==> config.mk <==
export PLATFORM = sky130hd
export DESIGN_NAME = paicore_rx_packer
export DESIGN_NICKNAME = d
export VERILOG_FILES = /design/src/rtl/paicore_rx_packer.sv
export SDC_FILE = /design/constraint.sdc
export NUM_CORES = 1
export LEC_CHECK = 0
export ABC_AREA = 1
export CORE_MARGIN = 8
export CORE_UTILIZATION = 49
export CTS_BUF_LIST = sky130_fd_sc_hd__clkbuf_4 sky130_fd_sc_hd__clkbuf_8 sky130_fd_sc_hd__clkbuf_16
export DETAILED_ROUTE_END_ITERATION = 8
export PLACE_DENSITY = 0.81
export REMOVE_ABC_BUFFERS = 1
export SLEW_MARGIN = 40
export SYNTH_ARGS = -nofsm -noshare
export SYNTH_HDL_FRONTEND = slang
export SYNTH_SLANG_ARGS = --single-unit
==> constraint.sdc <==
create_clock -name clk -period 2.9 [get_ports clk]
set_input_delay 0.58 -clock clk [delete_from_list [all_inputs] [get_ports clk]]
set_output_delay 0.58 -clock clk [all_outputs]
set_load 0.02 [all_outputs]
==> src/rtl/paicore_rx_packer.sv <==
// Output packetiser between the PAICORE receive stream and DMA S2MM: holds one beat back so tlast
// can be applied afterwards. Optional statistics counters are enabled by PAICORE_RX_PACKER_STATS_EN.
`default_nettype none

module paicore_rx_packer #(
    parameter int DATA_WIDTH = 64,
    parameter int CNT_WIDTH  = 32
) (
    input  logic                  clk,
    input  logic                  rst,
    input  logic [CNT_WIDTH-1:0]  frame_num_max,
    input  logic [CNT_WIDTH-1:0]  timeout_cycles,
    input  logic                  flush,
    input  logic                  s_axis_tvalid,
    output logic                  s_axis_tready,
    input  logic [DATA_WIDTH-1:0] s_axis_tdata,
    input  logic                  s_axis_tlast,
    output logic                  m_axis_tvalid,
    input  logic                  m_axis_tready,
    output logic [DATA_WIDTH-1:0] m_axis_tdata,
    output logic                  m_axis_tlast,
    output logic                  pkt_done,
    output logic                  busy,
    output logic [CNT_WIDTH-1:0]  frame_cnt,
    output logic [CNT_WIDTH-1:0]  pkt_cnt
);

    // Hold slot (H) and output slot (O)
    logic [DATA_WIDTH-1:0] h_data_q, h_data_d;
    logic                  h_vld_q,  h_vld_d;
    logic                  h_last_q, h_last_d;
    logic [DATA_WIDTH-1:0] o_data_q, o_data_d;
    logic                  o_vld_q,  o_vld_d;
    logic                  o_last_q, o_last_d;

    logic [CNT_WIDTH-1:0]  beat_cnt_q, beat_cnt_d;
    logic [CNT_WIDTH-1:0]  idle_cnt_q, idle_cnt_d;
    logic                  flush_pend_q, flush_pend_d;
    logic                  pkt_done_q, pkt_done_d;

    logic                  o_free;
    logic                  accept;
    logic                  m_hs;
    logic                  timeout_hit;
    logic                  move_h;
    logic                  move_last;
    logic                  new_last;
    logic [CNT_WIDTH-1:0]  beat_base;
    logic [CNT_WIDTH-1:0]  beat_inc;

    always_comb begin
        o_free        = !o_vld_q || m_axis_tready;
        s_axis_tready = !rst && !flush_pend_q && (!h_vld_q || o_free);
        accept        = s_axis_tvalid && s_axis_tready;
        m_hs          = o_vld_q && m_axis_tready;
        timeout_hit   = (timeout_cycles != '0) && (idle_cnt_q == timeout_cycles);

        // H leaves when it is already closed, when pushed by a new beat, or when closed by timeout/flush.
        move_h    = h_vld_q && o_free && (h_last_q || accept || timeout_hit || flush_pend_q);
        move_last = h_last_q || (!accept && (timeout_hit || flush_pend_q));

        // A closing beat leaving H restarts the count before the same-edge incoming beat is counted.
        beat_base = (move_h && move_last) ? '0 : beat_cnt_q;
        beat_inc  = beat_base + CNT_WIDTH'(1);
        new_last  = s_axis_tlast || ((frame_num_max != '0) && (beat_inc == frame_num_max));
    end

    // NOTE: every next-state variable takes its hold value first so no path leaves it unassigned (no latches).
    always_comb begin
        h_data_d     = h_data_q;
        h_vld_d      = h_vld_q;
        h_last_d     = h_last_q;
        o_data_d     = o_data_q;
        o_vld_d      = o_vld_q;
        o_last_d     = o_last_q;
        beat_cnt_d   = beat_base;
        idle_cnt_d   = idle_cnt_q;
        flush_pend_d = flush_pend_q;
        pkt_done_d   = m_hs && o_last_q;

        if (accept) begin
            h_data_d   = s_axis_tdata;
            h_vld_d    = 1'b1;
            h_last_d   = new_last;
            beat_cnt_d = beat_inc;
        end else if (move_h) begin
            h_vld_d  = 1'b0;
            h_last_d = 1'b0;
        end

        if (move_h) begin
            o_data_d = h_data_q;
            o_vld_d  = 1'b1;
            o_last_d = move_last;
        end else if (m_hs) begin
            o_vld_d  = 1'b0;
            o_last_d = 1'b0;
        end

        if (accept || !h_vld_d) begin
            idle_cnt_d = '0;
        end else if (idle_cnt_q != '1) begin
            idle_cnt_d = idle_cnt_q + CNT_WIDTH'(1);
        end

        if (flush) begin
            flush_pend_d = 1'b1;
        end else if (flush_pend_q && (!h_vld_q || (move_h && move_last))) begin
            flush_pend_d = 1'b0;
        end
    end

    // NOTE: the data registers are reset too, because m_axis_tdata must read zero out of reset.
    always_ff @(posedge clk) begin
        if (rst) begin
            h_data_q     <= '0;
            h_vld_q      <= 1'b0;
            h_last_q     <= 1'b0;
            o_data_q     <= '0;
            o_vld_q      <= 1'b0;
            o_last_q     <= 1'b0;
            beat_cnt_q   <= '0;
            idle_cnt_q   <= '0;
            flush_pend_q <= 1'b0;
            pkt_done_q   <= 1'b0;
        end else begin
            h_data_q     <= h_data_d;
            h_vld_q      <= h_vld_d;
            h_last_q     <= h_last_d;
            o_data_q     <= o_data_d;
            o_vld_q      <= o_vld_d;
            o_last_q     <= o_last_d;
            beat_cnt_q   <= beat_cnt_d;
            idle_cnt_q   <= idle_cnt_d;
            flush_pend_q <= flush_pend_d;
            pkt_done_q   <= pkt_done_d;
        end
    end

    assign m_axis_tvalid = o_vld_q;
    assign m_axis_tdata  = o_data_q;
    assign m_axis_tlast  = o_last_q;
    assign pkt_done      = pkt_done_q;
    assign busy          = h_vld_q || o_vld_q || flush_pend_q;

`ifdef PAICORE_RX_PACKER_STATS_EN
    logic [CNT_WIDTH-1:0] frame_cnt_q, frame_cnt_d;
    logic [CNT_WIDTH-1:0] pkt_cnt_q, pkt_cnt_d;

    always_comb begin
        frame_cnt_d = frame_cnt_q;
        pkt_cnt_d   = pkt_cnt_q;
        if (m_hs) begin
            frame_cnt_d = frame_cnt_q + CNT_WIDTH'(1);
            if (o_last_q) begin
                pkt_cnt_d = pkt_cnt_q + CNT_WIDTH'(1);
            end
        end
    end

    always_ff @(posedge clk) begin
        if (rst) begin
            frame_cnt_q <= '0;
            pkt_cnt_q   <= '0;
        end else begin
            frame_cnt_q <= frame_cnt_d;
            pkt_cnt_q   <= pkt_cnt_d;
        end
    end

    assign frame_cnt = frame_cnt_q;
    assign pkt_cnt   = pkt_cnt_q;
`else
    assign frame_cnt = '0;
    assign pkt_cnt   = '0;
`endif

endmodule

`default_nettype wire

# Word-level counts from Yosys, hierarchy flattened
# Cells that the tools add are included.
classes:
  n_reduce_logical: 36
  mux: 11
  n_eq_ne: 3
  add_sub_neg: 2
op_table:
  columns: ["operator", "count"]
  rows:
  - ["32-bit by 1-bit adder with 32-bit output (second input constant)", 2]
  - ["32-bit == test", 2]
  - ["32-bit 2-to-1 mux", 2]
  - ["32-bit nonzero test", 2]
  - ["32-bit != test (second input constant)", 1]
  - ["1-bit logical AND", 12]
  - ["1-bit logical OR", 12]
  - ["1-bit 2-to-1 mux", 9]
  - ["1-bit logical NOT", 6]
  - ["2-bit nonzero test", 3]
  - ["2-bit OR reduction", 1]
totals:
  input_bits: 134
  ff_bits: 198
  output_inout_bits: 133

# Depth between registers and ports, before layout
# Gate-level depths: netlist of run 1.
logic_depth:
  depth_word: 16
  mapped_depth: 29

# Worst setup path before layout of run 1
# No wires, ideal clock.
synth_timing:
  kind: "in2reg"
  startpoint: "input m_axis_tready"
  endpoint: "register h_last_q"
  stages: 21
  required_ns: 2.830
  t_arrival_ns: 2.613
  path_slack_ns: 0.217
  path_cell_list: "inv_1 -> nand2_1 -> o211ai_1 -> inv_1 -> nand2_1 -> nand2_1 -> nand2_2 -> nand2_4 -> buf_6 -> nand3_1 -> nor2_2 -> nand2_1 -> nor2_4 -> nand2_2 -> xnor2_1 -> nand2_1 -> nand2_1 -> nand2_1 -> nor2_1 -> nand3_1 -> a21oi_1"
synth_between:
  elab_chain_cells: 15
  word_cells_on_any_way: 20
synth_lines:
  columns: ["element", "line_no", "rtl"]
  rows:
  - ["from (decl)", "19", "input logic m_axis_tready,"]
  - ["1-bit logical OR *", "52", "o_free = !o_vld_q || m_axis_tready;"]
  - ["1-bit logical OR *", "53", "s_axis_tready = !rst && !flush_pend_q && (!h_vld_q || o_free);"]
  - ["1-bit logical AND *", "53", null]
  - ["named net s_axis_tready", "15", "output logic s_axis_tready,"]
  - ["1-bit logical AND *", "54", "accept = s_axis_tvalid && s_axis_tready;"]
  - ["1-bit logical OR (3 in series)", "59", "move_h = h_vld_q && o_free && (h_last_q || accept || timeout_hit || flush_pend_q);"]
  - ["1-bit logical AND", "59", null]
  - ["1-bit logical AND", "63", "beat_base = (move_h && move_last) ? '0 : beat_cnt_q;"]
  - ["32-bit 2-to-1 mux", "63", null]
  - ["32-bit by 1-bit adder with 32-bit output", "64", "beat_inc = beat_base + CNT_WIDTH'(1);"]
  - ["32-bit == test", "65", "new_last = s_axis_tlast || ((frame_num_max != '0) && (beat_inc == frame_num_max));"]
  - ["1-bit logical AND", "65", null]
  - ["1-bit logical OR", "65", null]
  - ["1-bit 2-to-1 mux", "81", "if (accept) begin"]
  - ["to (signal assigned)", "129", "h_last_q <= h_last_d;"]
  - ["to (decl)", "31", "logic h_last_q, h_last_d;"]
# The timed path passes the listed nets; every way through them passes the cells marked *.
# A chain may end at the register's enable or synchronous reset.

# Final worst setup path of run 1
layout_timing:
  startpoint: "register idle_cnt_q[0]"
  endpoint: "register h_last_q"
layout_between:
  elab_chain_cells: 12
  word_cells_on_any_way: 16
layout_lines:
  columns: ["element", "line_no", "rtl"]
  rows:
  - ["from (decl)", "37", "logic [CNT_WIDTH-1:0] idle_cnt_q, idle_cnt_d;"]
  - ["from (signal assigned)", "134", "idle_cnt_q <= idle_cnt_d;"]
  - ["32-bit == test *", "56", "timeout_hit = (timeout_cycles != '0) && (idle_cnt_q == timeout_cycles);"]
  - ["1-bit logical AND *", "56", null]
  - ["1-bit logical OR, on equally long branches", "59, 60", null]
  - ["1-bit logical OR / 1-bit logical AND (equally long branches)", "59, 60", null]
  - ["1-bit logical AND / 1-bit logical OR (equally long branches)", "59, 60", null]
  - ["1-bit logical AND", "63", null]
  - ["32-bit 2-to-1 mux", "63", null]
  - ["32-bit by 1-bit adder with 32-bit output", "64", null]
  - ["32-bit == test", "65", null]
  - ["1-bit logical AND", "65", null]
  - ["1-bit logical OR", "65", null]
  - ["1-bit 2-to-1 mux", "81", null]
# Mark *: on every way between the ends. The rest lies on a longest branch, timed or not.

==> results of run 1 <==
[cells in the mapped netlist, types with 4 or more instances]
cell,number
sky130_fd_sc_hd__xnor2_1,25
sky130_fd_sc_hd__nand4_1,17
sky130_fd_sc_hd__nor4_1,8
sky130_fd_sc_hd__nand2_2,7
sky130_fd_sc_hd__nand3_2,5
sky130_fd_sc_hd__nand3_1,102
sky130_fd_sc_hd__inv_1,179
sky130_fd_sc_hd__o21ai_0,140
sky130_fd_sc_hd__nor3b_1,5
sky130_fd_sc_hd__o22ai_1,19
sky130_fd_sc_hd__nor3_1,20
sky130_fd_sc_hd__o21ai_1,4
sky130_fd_sc_hd__xor2_1,11
sky130_fd_sc_hd__a21oi_1,78
sky130_fd_sc_hd__nor2_1,142
sky130_fd_sc_hd__dfxtp_1,198
sky130_fd_sc_hd__nand3b_1,14
sky130_fd_sc_hd__nand2_1,368
sky130_fd_sc_hd__nor2_2,7
sky130_fd_sc_hd__clkbuf_1,42
sky130_fd_sc_hd__buf_4,64
[registers in the layout (all words and copies together), names as in the netlist]
register       cells
beat_cnt_q        32
flush_pend_q       1
h_data_q          64
h_last_q           1
h_vld_q            1
idle_cnt_q        32
m_axis_tdata      64
m_axis_tlast       1
m_axis_tvalid      1
pkt_done           1
[final cells by class]
| cell class | instances | area share [%] |
|---|---|---|
| Clock buffer | 17 | 2.92 |
| Clock inverter | 15 | 1.34 |
| Inverter | 184 | 4.74 |
| Multi-Input combinational cell | 1058 | 38.1 |
| Sequential cell | 198 | 27.3 |
| Tap cell | 270 | 2.32 |
| Timing Repair Buffer | 358 | 23.2 |
[path summary, 6_finish.rpt]
| path | cells after the start | slack (ns) | end |
|---|---|---|---|
| max | 21 | -0.08 | h_last_q |
| max reg2reg | 21 | -0.08 | h_last_q |
| min reg2reg | 2 | 0.44 | m_axis_tdata[47] |
| min | 2 | 0.44 | m_axis_tdata[47] |
[cell families (layout without fill, tap and decap cells)]
family,count (synthesis),count (layout)
buffers and inverters,298,574
other,1,64
flip-flops,198,198
AO/OA/AOI/OAI,248,248
AND/OR/NAND/NOR,705,707
XOR/XNOR,38,38
adder cells (fa/ha/maj),1,1
[metrics by stage]
step / area (um2) / setup slack (ns) / TNS, ns / utilization, %
2_1_floorplan: 9590 / -1.70 / -222.48 / -
3_3_place_gp: 13100 / -0.803 / -12.96 / 64.9
3_5_place_dp: 13100 / -0.900 / -22.30 / 64.9
4_1_cts: 13900 / -0.267 / -0.267 / 68.8
5_1_grt: 14600 / -0.273 / -0.457 / 72.2
6_report: 14600 / -0.0830 / -0.0830 / 72.2
[power breakdown]
part           switching (mW)  leakage (nW)  internal, mW
Sequential             0.0655          1.62          2.87
Clock                    1.26         0.300          1.19
Combinational           0.619          4.33         0.483
[per-layer routing]
| metal | GRT usage, % | wire length (um) | vias to the layer above |
|---|---|---|---|
| li1 | - | - | 5299 |
| met1 | 29.3 | 13300 | 4990 |
| met2 | 40.8 | 15500 | 524 |
| met3 | 9.51 | 3690 | 101 |
| met4 | 8.66 | 1090 | 0 |
| met5 | 0 | 0 | - |
[what timing repair did]
| item | CTS | global route |
|---|---|---|
| hold endpoints to repair | 0 | 0 |
| gates cloned | 2 | 1 |
| gates resized for setup | 41 | 169 |
| endpoints found under the setup margin | 13 | 42 |
| setup buffers | 1 | 12 |
| pin swaps | 10 | 76 |
[worst max-delay path, stage by stage, from the launching register on]
cell and delay [ns]:
sky130_fd_sc_hd__dfxtp_2 0.40, sky130_fd_sc_hd__xnor2_1 0.15, sky130_fd_sc_hd__nand2_1 0.09, sky130_fd_sc_hd__nor2_1 0.10, sky130_fd_sc_hd__nand2_1 0.07, sky130_fd_sc_hd__nor2_2 0.13, sky130_fd_sc_hd__nand3_2 0.12, sky130_fd_sc_hd__nand2_2 0.11
sky130_fd_sc_hd__nand2_4 0.07, sky130_fd_sc_hd__nand2_8 0.12, sky130_fd_sc_hd__nand2_8 0.10, sky130_fd_sc_hd__buf_4 0.16, sky130_fd_sc_hd__nand3_2 0.10, sky130_fd_sc_hd__nor2_2 0.06, sky130_fd_sc_hd__nand3_1 0.15, sky130_fd_sc_hd__buf_4 0.15
sky130_fd_sc_hd__xor3_1 0.24, sky130_fd_sc_hd__nor2_2 0.15, sky130_fd_sc_hd__nand3_1 0.11, sky130_fd_sc_hd__nor2_1 0.11, sky130_fd_sc_hd__nand3_1 0.08, sky130_fd_sc_hd__a21oi_1 0.14
==> reports/metrics.yaml, run 1 <==
place.detailed.instances: 2052
report.power.total_mw: 6.48
hpwl_um: 23900
cts_buffer_depth: 2
tightest_slew_ns: 0.687
drc: 0
finClkSkew_ns: 0.0227
synth-seq-cells: 198
sequential_cell_area_um2: 3980
powerDensity_nw_per_um2: 445
multiplexer_share_of_the_synthesized_area_pct: 0
gr-total-overflow: 0
final.min_clock_period_ns: 2.98
placement_rows: 52
number_of_flops_mapped_to_enable_cells_by_yosys: 0
core_region_area_um2: 20200
critPathCaptureType: "flop"
num-fill-cells: 1537
commonest_non_fill_non_tap_cell_in_the_layout: "sky130_fd_sc_hd__nand2_1"
outcome: "complete, but fails checks"
total_via_count_in_the_routed_design: 10900
post_drt_via_cell_ratio: 5.20
n_antenna_cell: 0
clk_latency_ns: 0.44
cts.hold.buffers_added: 0
cp-startpoint: "idle_cnt_q[0]"
grt_pass1_vias: 10600
antenna_violating_nets_post_route: 0
timing.fmax_mhz: 335
worst-endpoint-arrival_ns: 3.35
rsz0062_at_grt: "true"
grt_pass1_wl_um: 52800
synthDominantCellAreaShare_pct: 39.4
critical_path.startpoint_type: "flop"
finalSetupViolCount: 1
yosysSeqAreaShare_pct: 39.4
cts_root_buf: "sky130_fd_sc_hd__clkbuf_16"
cts.sink_count: 198
synthSimpleGateAreaFrac_pct: 30.3
maxCapViolCount: 0
finalWirelength_um: 33600
ir_worst_vdd_mv: 0.418
area_growth_synth_to_finish_pct: 44.8
path_clk_slew_ns: 0.09
num-nets-final: 1952
report.final.slew_viol_count: 0
drt_iter0_drc: 770
ys_top_cells_by_area: "sky130_fd_sc_hd__dfxtp_1, sky130_fd_sc_hd__nand2_1, sky130_fd_sc_hd__o21ai_0"
synth-xor-area-share_pct: 3.60
multiInputGateArea_um2: 5540
ys_types: 41
worstHoldStart: "h_data_q[47]"
io-pin-count: 267
p_leak_nw: 6.25
most-common-layout-cells: "sky130_fd_sc_hd__nand2_1, sky130_fd_sc_hd__dfxtp_1, sky130_fd_sc_hd__inv_1, sky130_fd_sc_hd__clkdlybuf4s50_1, sky130_fd_sc_hd__buf_4"
holdWs_ns: 0.439
fin_ws_ns: -0.0830
synthesis.area_per_instance_um2: 6.75
dominant_combinational_cell_family_by_area_after_synthesis: "simple AND/OR/NAND/NOR gates"
worstReg2RegStart: "idle_cnt_q[0]"
post-synth-top-area-cell: "sky130_fd_sc_hd__dfxtp_1"
synth_compound_gate_area_share_pct: 12.7
min_path_type: "flop to flop"
critPathRequiredTime_ns: 3.27
place.gp.congestion: 0.983
timing.final.hold_violations: 0
initial_utilization_pct: 49.8
worst-path-max-fanout: 6
tritoncts.num_buffers: 17
path_class: "flop to flop"
cts_tree: "built"
number_of_antenna_violations_at_the_first_check_in_global_routing: 0
grt_max_degree: 77
post_synth_fa_ha_maj_area_fraction_pct: 0.124
fraction_of_final_layout_cells_sized_beyond_drive_strength_1_pct: 19.0
fp.dieArea_um2: 25400
wl_per_cell_um: 16.0
yosysWarningCount: 0
cts-htree-levels: 4
drtPass1Iterations: 7
failed_checks: "negative setup slack"
io_buffers: 202
netlist_instances: 1489
slew_headroom_pct: 54.2
synth_ff_type: "sky130_fd_sc_hd__dfxtp_1"
netlist_area_um2: 10100
ys_async_sr_fraction_pct: 0
globalRouteTotalUtil_pct: 24.9
die_height_um: 159
post_layout_nonfiller_instances: 2100
die_w_um: 159
post-route-period-util_pct: 103
Note: power is estimated with default switching activity, not from simulation.
==> run 2: changes to the inputs <==
--- a/config.mk
+++ b/config.mk
@@ -16,3 +16,4 @@
 export SYNTH_ARGS = -nofsm -noshare
 export SYNTH_HDL_FRONTEND = slang
 export SYNTH_SLANG_ARGS = --single-unit
+export TNS_END_PERCENT = 5
==> results of run 2 <==
Final layout, timing and power as in run 1 (identical DEF).
